[src/rtl/div_array_share_ctrl.sv]
// Two-requester front end for one combinational 16/8 restoring array divider.
// Operands are held on the array for SETTLE_CYCLES before the result is captured.
module div_array_share_ctrl #(
    parameter int unsigned SETTLE_CYCLES = 2,
    parameter int unsigned NREQ          = 2
) (
    input  logic                 clk,
    input  logic                 rst,
    input  logic [NREQ-1:0]      req_valid,
    output logic [NREQ-1:0]      req_ready,
    input  logic [16*NREQ-1:0]   req_n,
    input  logic [8*NREQ-1:0]    req_d,
    output logic [NREQ-1:0]      rsp_valid,
    input  logic [NREQ-1:0]      rsp_ready,
    output logic [7:0]           rsp_q,
    output logic [7:0]           rsp_r,
    output logic                 rsp_dz,
    output logic                 rsp_ovf,
    output logic                 busy
);

    typedef enum logic [1:0] {StIdle, StSettle, StResp} state_e;

    state_e          state_q, state_d;
    logic            ptr_q, ptr_d;
    logic            owner_q, owner_d;
    logic [15:0]     n_q, n_d;
    logic [7:0]      d_q, d_d;
    logic [3:0]      cnt_q, cnt_d;
    logic [NREQ-1:0] rsp_valid_q, rsp_valid_d;
    logic [7:0]      q_q, q_d, r_q, r_d;
    logic            dz_q, dz_d, ovf_q, ovf_d;

    logic            gnt;
    logic [7:0]      arr_q, arr_r, rem;
    logic [8:0]      sh;
    logic [9:0]      diff;
    logic            d_zero;

    // Restoring array: each row shifts in one dividend bit and keeps the
    // difference only when the subtraction does not borrow.
    always_comb begin
        rem   = n_q[15:8];
        arr_q = '0;
        sh    = '0;
        diff  = '0;
        for (int i = 7; i >= 0; i--) begin
            sh       = {rem, n_q[i]};
            diff     = {1'b0, sh} - {2'b00, d_q};
            arr_q[i] = ~diff[9];
            rem      = diff[9] ? sh[7:0] : diff[7:0];
        end
        arr_r = rem;
    end

    // Pointer only matters when both requesters are valid.
    assign gnt    = (req_valid == {NREQ{1'b1}}) ? ptr_q : req_valid[1];
    assign d_zero = (d_q == 8'd0);

    always_comb begin
        req_ready = '0;
        if (!rst && state_q == StIdle && |req_valid) begin
            req_ready = NREQ'(1) << gnt;
        end
    end

    always_comb begin
        state_d     = state_q;
        ptr_d       = ptr_q;
        owner_d     = owner_q;
        n_d         = n_q;
        d_d         = d_q;
        cnt_d       = cnt_q;
        rsp_valid_d = rsp_valid_q;
        q_d         = q_q;
        r_d         = r_q;
        dz_d        = dz_q;
        ovf_d       = ovf_q;
        case (state_q)
            StIdle: begin
                if (|req_valid) begin
                    owner_d = gnt;
                    n_d     = gnt ? req_n[31:16] : req_n[15:0];
                    d_d     = gnt ? req_d[15:8] : req_d[7:0];
                    cnt_d   = 4'(SETTLE_CYCLES - 1);
                    state_d = StSettle;
                end
            end
            StSettle: begin
                if (cnt_q == 4'd0) begin
                    q_d         = d_zero ? 8'hFF : arr_q;
                    r_d         = d_zero ? n_q[7:0] : arr_r;
                    dz_d        = d_zero;
                    ovf_d       = !d_zero && (n_q[15:8] >= d_q);
                    rsp_valid_d = NREQ'(1) << owner_q;
                    state_d     = StResp;
                end else begin
                    cnt_d = cnt_q - 4'd1;
                end
            end
            StResp: begin
                if (rsp_ready[owner_q]) begin
                    rsp_valid_d = '0;
                    ptr_d       = ~owner_q;
                    state_d     = StIdle;
                end
            end
            default: state_d = StIdle;
        endcase
    end

    always_ff @(posedge clk) begin
        if (rst) begin
            state_q     <= StIdle;
            ptr_q       <= 1'b0;
            owner_q     <= 1'b0;
            n_q         <= '0;
            d_q         <= '0;
            cnt_q       <= '0;
            rsp_valid_q <= '0;
            q_q         <= '0;
            r_q         <= '0;
            dz_q        <= 1'b0;
            ovf_q       <= 1'b0;
        end else begin
            state_q     <= state_d;
            ptr_q       <= ptr_d;
            owner_q     <= owner_d;
            n_q         <= n_d;
            d_q         <= d_d;
            cnt_q       <= cnt_d;
            rsp_valid_q <= rsp_valid_d;
            q_q         <= q_d;
            r_q         <= r_d;
            dz_q        <= dz_d;
            ovf_q       <= ovf_d;
        end
    end

    assign rsp_valid = rsp_valid_q;
    assign rsp_q     = q_q;
    assign rsp_r     = r_q;
    assign rsp_dz    = dz_q;
    assign rsp_ovf   = ovf_q;
    assign busy      = (state_q != StIdle);

endmodule

[config.mk]
export PLATFORM = sky130hd
export DESIGN_NAME = div_array_share_ctrl
export DESIGN_NICKNAME = d
export VERILOG_FILES = /design/src/rtl/div_array_share_ctrl.sv
export SDC_FILE = /design/constraint.sdc
export NUM_CORES = 1
export LEC_CHECK = 0
export CORE_MARGIN = 2
export CORE_UTILIZATION = 45
export DETAILED_ROUTE_END_ITERATION = 8
export HOLD_SLACK_MARGIN = 0.06
export PLACE_DENSITY = 0.7
export RECOVER_POWER = 100
export SLEW_MARGIN = 20
export SYNTH_ARGS = -nofsm -noshare
export SYNTH_HDL_FRONTEND = slang
export SYNTH_SLANG_ARGS = --single-unit
[constraint.sdc]
create_clock -name clk -period 15.84 [get_ports clk]
set_input_delay 2.376 -clock clk [delete_from_list [all_inputs] [get_ports clk]]
set_output_delay 2.376 -clock clk [all_outputs]
set_load 0.005 [all_outputs]
# After elaboration in Yosys (flattened, before gate mapping)
# Index checks and enable logic that the tools add are counted.
# W data, S select, Z words.
[totals]
reg_bits = 52
input_bits = 54
out_inout_bits = 23
elab_cells = 83
[op_classes]
addsub = 9
order_cmp = 2
n_eq_ne = 7
n_shift = 2
muxes = 25
bitwise = 9
n_reduce_logical = 18
[op_table]
columns = ["cell", "count"]
rows = [
  ["$mux W8", 11],
  ["$sub A9 B8 Y10", 8],
  ["$mux W16", 1],
  ["$mux W2", 5],
  ["$not A1 Y1", 9],
  ["$reduce_and A3 Y1", 3],
  ["$ge A8 B8 Y1", 1],
  ["$logic_not A8 Y1", 1],
  ["$mux W4", 2],
  ["$pmux W4 S2", 1],
  ["$ne A2 B2 Y1 const B", 3],
  ["$pmux W2 S3", 1],
  ["$reduce_and A2 Y1", 3],
  ["$reduce_bool A2 Y1", 3],
  ["$eq A2 B2 Y1 const B", 2],
  ["$logic_not A4 Y1", 1],
  ["$pmux W2 S2", 1],
  ["$shl A1 B1 Y2 const A", 2],
  ["$sub A4 B1 Y4 const B", 1],
  ["$logic_and A1 B1 Y1", 3],
  ["$mux W1", 3],
  ["$eq A2 B1 Y1 const B", 1],
  ["$logic_not A1 Y1", 2],
  ["$logic_not A2 Y1", 1],
  ["3 further kinds", 3],
]

# Logic depth before layout (Yosys ltp)
# Gate-level depths: netlist of the first run.
[depth]
ltp_word = 17
depth_mapped = 84
ltp_nobuf = 79

# Worst setup path before layout of the first run
# No wires, ideal clock.
[synth_path]
kind = "register to register"
from = "register d_q[1]"
to = "register r_q[0], in the netlist rsp_r[0]"
setup_time_ns = 0.096
arrival_time_ns = 16.500
required_time_ns = 15.744
setup_slack_ns = -0.755
stages_incl_launch_ff = 83
synth_period_minus_slack_ns = 16.595
path_cell_list = "dfxtp_1 > inv_1 > ha_1 > nor2b_1 > o31a_1 > o211ai_1 > nand2_1 > mux2_2 > ha_1 > a21o_1 > a21oi_1 > a21oi_1 > o21ai_0 > nand2_1 > mux2i_1 > inv_1 > ha_1 > or4_1 > (+47 left out) > a21o_1 > a21o_1 > a21o_1 > a221o_1 > buf_6 > mux2i_1 > ha_1 > a21o_1 > a21o_1 > a21oi_1 > o21bai_1 > a21o_1 > a21o_1 > a21o_1 > a221oi_4 > buf_6 > nor3b_1 > o41ai_2"
[synth_between]
elab_chain_len = 17
[synth_lines]
columns = ["element", "line_no", "text"]
rows = [
  ["start, declared", "28", "logic [7:0] d_q, d_d;"],
  ["start signal, assigned", "118", "d_q <= '0;"],
  ["start signal, assigned", "130", "d_q <= d_d;"],
  ["$sub A9 B8 Y10", "49", "diff = {1'b0, sh} - {2'b00, d_q};"],
  ["$mux W8", "51", "rem = diff[9] ? sh[7:0] : diff[7:0];"],
  ["$sub A9 B8 Y10", "49", ""],
  ["$mux W8", "51", ""],
  ["$sub A9 B8 Y10", "49", ""],
  ["$mux W8", "51", ""],
  ["$sub A9 B8 Y10", "49", ""],
  ["$mux W8", "51", ""],
  ["$sub A9 B8 Y10", "49", ""],
  ["$mux W8", "51", ""],
  ["$sub A9 B8 Y10", "49", ""],
  ["$mux W8", "51", ""],
  ["$sub A9 B8 Y10", "49", ""],
  ["$mux W8", "51", ""],
  ["$sub A9 B8 Y10", "49", ""],
  ["$mux W8", "51", ""],
  ["$mux W8 *", "92", "r_d = d_zero ? n_q[7:0] : arr_r;"],
  ["end signal, assigned", "134", "r_q <= r_d;"],
  ["end, declared", "31", "logic [7:0] q_q, q_d, r_q, r_d;"],
]
# Every way passes the cells marked *; elsewhere a longest branch is shown, timed or not.
# A chain may end at the register's enable or synchronous reset.

# Worst setup path after layout of the first run
[layout_path]
from = "register d_q[1]"
to = "register r_q[1], in the netlist rsp_r[1]"
# Same word-level chain as after synthesis.

==> key figures, run 1 <==
Yosys
  – Number of distinct standard cells referenced by the synthesized netlist: 59
  – Number of enable-type register cells in the synthesized netlist: 0
  – Proportion of register bits with asynchronous set or reset after synthesis: 0
  – Number of warning messages in the yosys log: 0
  – Post-Synthesis Net Count: 845
  – Post-synthesis cell count: 709
  – Most used flip-flop cell after synthesis: sky130_fd_sc_hd__dfxtp_1
  – Register area share after synthesis: 0.1789
  – Cell area after synthesis: 5819 µm²
  – Count of state elements after synthesis: 52
  – Post-Syn Area per Cell: 8.208 µm²

CTS
  – Clock sink count: 52
  – Count of H-tree levels built during CTS: 2
  – Post-CTS Hold Buffers: 0
  – Deepest clock path buffer count: 2
  – CTS tree: built
  – Clk pin slew, worst setup/hold paths: 70 ps
  – Root buffer cell: sky130_fd_sc_hd__clkbuf_16
  – Clock latency on the worst-skew pair: approximately 300 ps
  – Number of CTS-inserted buffers: 5

Finish
  – Area of the multi-input gates: 5036 µm²
  – Final nets: 984
  – Total area of sequential cells: between 1000 and 1500 µm²
  – Fillers: between 1k and 1.5k
  – Antenna Cells: 0
  – Non-filler cells in the finished layout: 1021
  – Layout cells sized above 1: 0.2379
  – Synth-to-layout area growth: 37.37%

Route
  – Antenna-violating nets left: 0
  – Routed wire per std cell: 18.23 µm
  – DR iter-0 viols: 338
  – Total DRC errors in the routed layout: 0
  – Detailed-route wire length: 18.62 mm
  – Routed vias: 5855
  – Number of vias per cell after detailed routing: ~5.7
  – DR pass1 iterations: 5

Placement
  – RD Place Congestion: 0.9490
  – Post-detailed-placement half-perimeter wirelength: 13.17 mm
  – Placed insts: 977
  – Input/output buffers: 76

STA
  – WHS: 496.7 ps
  – Final hold viol count: 0
  – Time the final worst path needs with I/O delays and setup: 15630 ps
  – Worst-margin pin slew: 1055 ps
  – Clock skew after layout: 7.339 ps
  – Final total negative setup slack: 0 ps
  – Number of failing setup endpoints in the final timing report: 0
  – Number of slew-limit violations in the final report: 0
  – Slew HR: 0.2969
  – Final worst-path cycle share: 0.9867
  – Highest achievable clock rate: 63.98 MHz

Worst setup path
  – Worst Setup Path Type: flip-flop to flip-flop
  – Worst r2r dst: rsp_r[1]
  – Crit end category: flip-flop
  – Stage delay of the slowest cell on the critical path: 450 ps
  – Kind of cell adding the most delay to the critical path: compound AO/OA/AOI/OAI gates
  – Startpoint kind of the worst setup timing path: flip-flop
  – Cell with the largest stage delay on the worst path: sky130_fd_sc_hd__a2111o_1
  – CP startpoint: d_q[1]
  – Maximum fanout along the worst path: 8
  – Buf+Inv Stages, Crit Path: 6
  – Reg2reg setup slack: 210 ps
  – Crit-path most repeated cell: sky130_fd_sc_hd__a21o_1
  – CP arrival: 15770 ps
  – FF-to-FF Start: d_q[1]
  – Worst Reg-to-Reg Cells: 79
  – Required time of the critical path: 15980 ps

Global routing
  – All-Layer GR Usage: 0.2420
  – Total congestion overflow after global routing: 0
  – Largest net degree at the start of global routing: 57
  – Number of antenna violations at the first check in global routing: 0
  – Wire length of the first global-routing pass: 27.52 mm
  – Via count of the first global-routing pass: 5648

Die
  – Num ports: 77
  – Total die area: 13860 µm²
  – Area of the core region: 12620 µm²
  – DIE WIDTH: 117.7 µm
  – Initial core utilization: 0.4611
  – Vert. Die Dim: 117.7 µm
  – Number of standard-cell rows in the floorplan: slightly above 40

Worst hold path
  – Worst hold path endpoint: rsp_q[1]
  – WHS Path Cells: 2
  – Beginning of the worst hold path: rsp_q[1]
  – Worst hold path class: flip-flop to flip-flop

Run
  – Max cap viols: 0

Run status
  – Status: completed
layout by cell type, fill, tap and decap left out, types with 4 or more instances in the layout:
cell	instances
sky130_fd_sc_hd__ha_4	12
sky130_fd_sc_hd__o21bai_1	4
sky130_fd_sc_hd__or3_1	5
sky130_fd_sc_hd__o21a_1	12
sky130_fd_sc_hd__o21ai_0	18
sky130_fd_sc_hd__inv_1	36
sky130_fd_sc_hd__mux2_4	7
sky130_fd_sc_hd__buf_6	5
sky130_fd_sc_hd__nand2_1	27
sky130_fd_sc_hd__inv_2	4
sky130_fd_sc_hd__nor2b_1	14
sky130_fd_sc_hd__clkbuf_16	5
sky130_fd_sc_hd__buf_4	75
sky130_fd_sc_hd__mux2_2	18
sky130_fd_sc_hd__a21o_1	20
sky130_fd_sc_hd__and3_1	4
sky130_fd_sc_hd__a21oi_1	38
sky130_fd_sc_hd__xnor2_1	22
sky130_fd_sc_hd__o211ai_1	8
sky130_fd_sc_hd__o22ai_1	6
sky130_fd_sc_hd__ha_2	6
sky130_fd_sc_hd__mux2i_2	4
sky130_fd_sc_hd__nand2b_1	13
sky130_fd_sc_hd__and2_1	4
sky130_fd_sc_hd__nor3_1	15
sky130_fd_sc_hd__dfxtp_1	47
sky130_fd_sc_hd__xor2_1	14
sky130_fd_sc_hd__a211oi_1	30
sky130_fd_sc_hd__a21oi_2	6
sky130_fd_sc_hd__dfxtp_2	4
sky130_fd_sc_hd__nor2_1	84
sky130_fd_sc_hd__fa_1	8
sky130_fd_sc_hd__mux2i_1	45
sky130_fd_sc_hd__clkdlybuf4s50_1	73
sky130_fd_sc_hd__ha_1	56
sky130_fd_sc_hd__o21ai_2	8
sky130_fd_sc_hd__o21ai_1	8
sky130_fd_sc_hd__nor2b_4	4
cell families (layout without fill, tap and decap cells):
group	Yosys count	in the layout	synth area share
AOI/OAI and AO/OA	203	203	0.2395
xor gates and xnor gates	36	36	0.05418
adders and majority gates	82	82	0.1866
buffers and inverters	66	206	0.04795
DFF	52	52	0.1789
muxes	77	77	0.1385
and+or+nand+nor	193	193	0.1544
how the worst max path moves through the flow:
stage          cells past startpoint  endpoint  slack (ps)
2_1_floorplan                     83  rsp_r[0]          40
3_3_place_gp                      77  rsp_r[3]         150
3_5_place_dp                      77  rsp_r[1]        -320
4_1_cts                           77  rsp_r[1]          20
5_1_grt                           79  rsp_r[3]        -380
6_report                          79  rsp_r[1]         210
worst min-delay path, cell delays in order (launching register included):
cell	delay (ps)
sky130_fd_sc_hd__dfxtp_1	310
sky130_fd_sc_hd__nor2_1	90
sky130_fd_sc_hd__nor3_1	50
cell usage after synthesis, drive strengths merged (3+ instances only):
| cell | count | area share |
|---|---|---|
| a211o | 3 | 0.0045 |
| a311oi | 4 | 0.0060 |
| a21oi | 46 | 0.040 |
| nand3 | 3 | 0.0026 |
| o31a | 3 | 0.0045 |
| clkbuf | 19 | 0.012 |
| o211ai | 8 | 0.010 |
| dfxtp | 52 | 0.18 |
| nor3 | 16 | 0.014 |
| and2 | 4 | 0.0043 |
| o22ai | 7 | 0.0075 |
| nor4 | 3 | 0.0032 |
| nand2b | 13 | 0.014 |
| o21ai | 36 | 0.032 |
| buf | 6 | 0.0092 |
| fa | 8 | 0.028 |
| or3 | 5 | 0.0054 |
| o21bai | 6 | 0.0077 |
| nor2b | 20 | 0.022 |
| inv | 41 | 0.026 |
| a21boi | 5 | 0.0084 |
| and3 | 4 | 0.0043 |
| nor2 | 88 | 0.057 |
| xnor2 | 22 | 0.033 |
| mux2i | 52 | 0.089 |
| a211oi | 31 | 0.041 |
| ha | 74 | 0.16 |
| mux2 | 25 | 0.049 |
| nand2 | 29 | 0.019 |
| o21a | 14 | 0.018 |
| xor2 | 14 | 0.021 |
| a21o | 20 | 0.026 |
| or2 | 4 | 0.0043 |
layout make-up:
type | instances | area share
Timing Repair Buffer | 157 | 0.1739
Tap cell | 172 | 0.02692
Multi-Input combinational cell | 591 | 0.6300
Clock inverter | 2 | 0.002035
Inverter | 41 | 0.01972
Clock buffer | 6 | 0.01612
Sequential cell | 52 | 0.1313
metal layers:
metal	GRT usage	share of wire	routed length, µm
met1	0.3200	0.43	8002
met5	0	0	0
met2	0.4146	0.49	9105
met4	0.06928	0.025	461
met3	0.02810	0.056	1047
what timing repair did:
item,4_1_cts,5_1_grt
pin swaps,1,53
setup endpoints to repair,9,9
gates resized for setup,11,104
gates cloned,0,0
setup buffers,4,32
per-stage QoR:
| stage | setup WS [ps] | cell area (µm²) | utilization |
|---|---|---|---|
| finish | 211.3 | 7994 | 0.6335 |
| floorplan | 35.88 | 5868 | - |
| CTS | 19.14 | 7253 | 0.5748 |
| global route | -380.5 | 7994 | 0.6335 |
| detailed placement | -321.0 | 7062 | 0.5596 |
| global placement | 146.9 | 7062 | 0.5596 |
flip-flops by register name (all words and copies together), names as in the netlist:
signal,flops
rsp_r,8
rsp_dz,1
state_q,2
d_q,8
cnt_q,4
owner_q,1
rsp_q,8
n_q,16
rsp_ovf,1
rsp_valid,2
ptr_q,1
Power of run 1 is not shown: default switching activity piles up to over one toggle a cycle in this logic, so the estimate is an artifact.
==> run 2, diff against run 1 <==
--- a/config.mk
+++ b/config.mk
@@ -8,9 +8,10 @@
 export CORE_MARGIN = 2
 export CORE_UTILIZATION = 45
 export DETAILED_ROUTE_END_ITERATION = 8
+export GPL_ROUTABILITY_DRIVEN = 1
 export HOLD_SLACK_MARGIN = 0.06
 export PLACE_DENSITY = 0.7
-export RECOVER_POWER = 100
+export RECOVER_POWER = 50
 export SLEW_MARGIN = 20
 export SYNTH_ARGS = -nofsm -noshare
 export SYNTH_HDL_FRONTEND = slang
==> results of run 2 <==
The final DEF is identical to that of run 1; final timing and power are the same.
Power of run 2 is left out for the same reason.
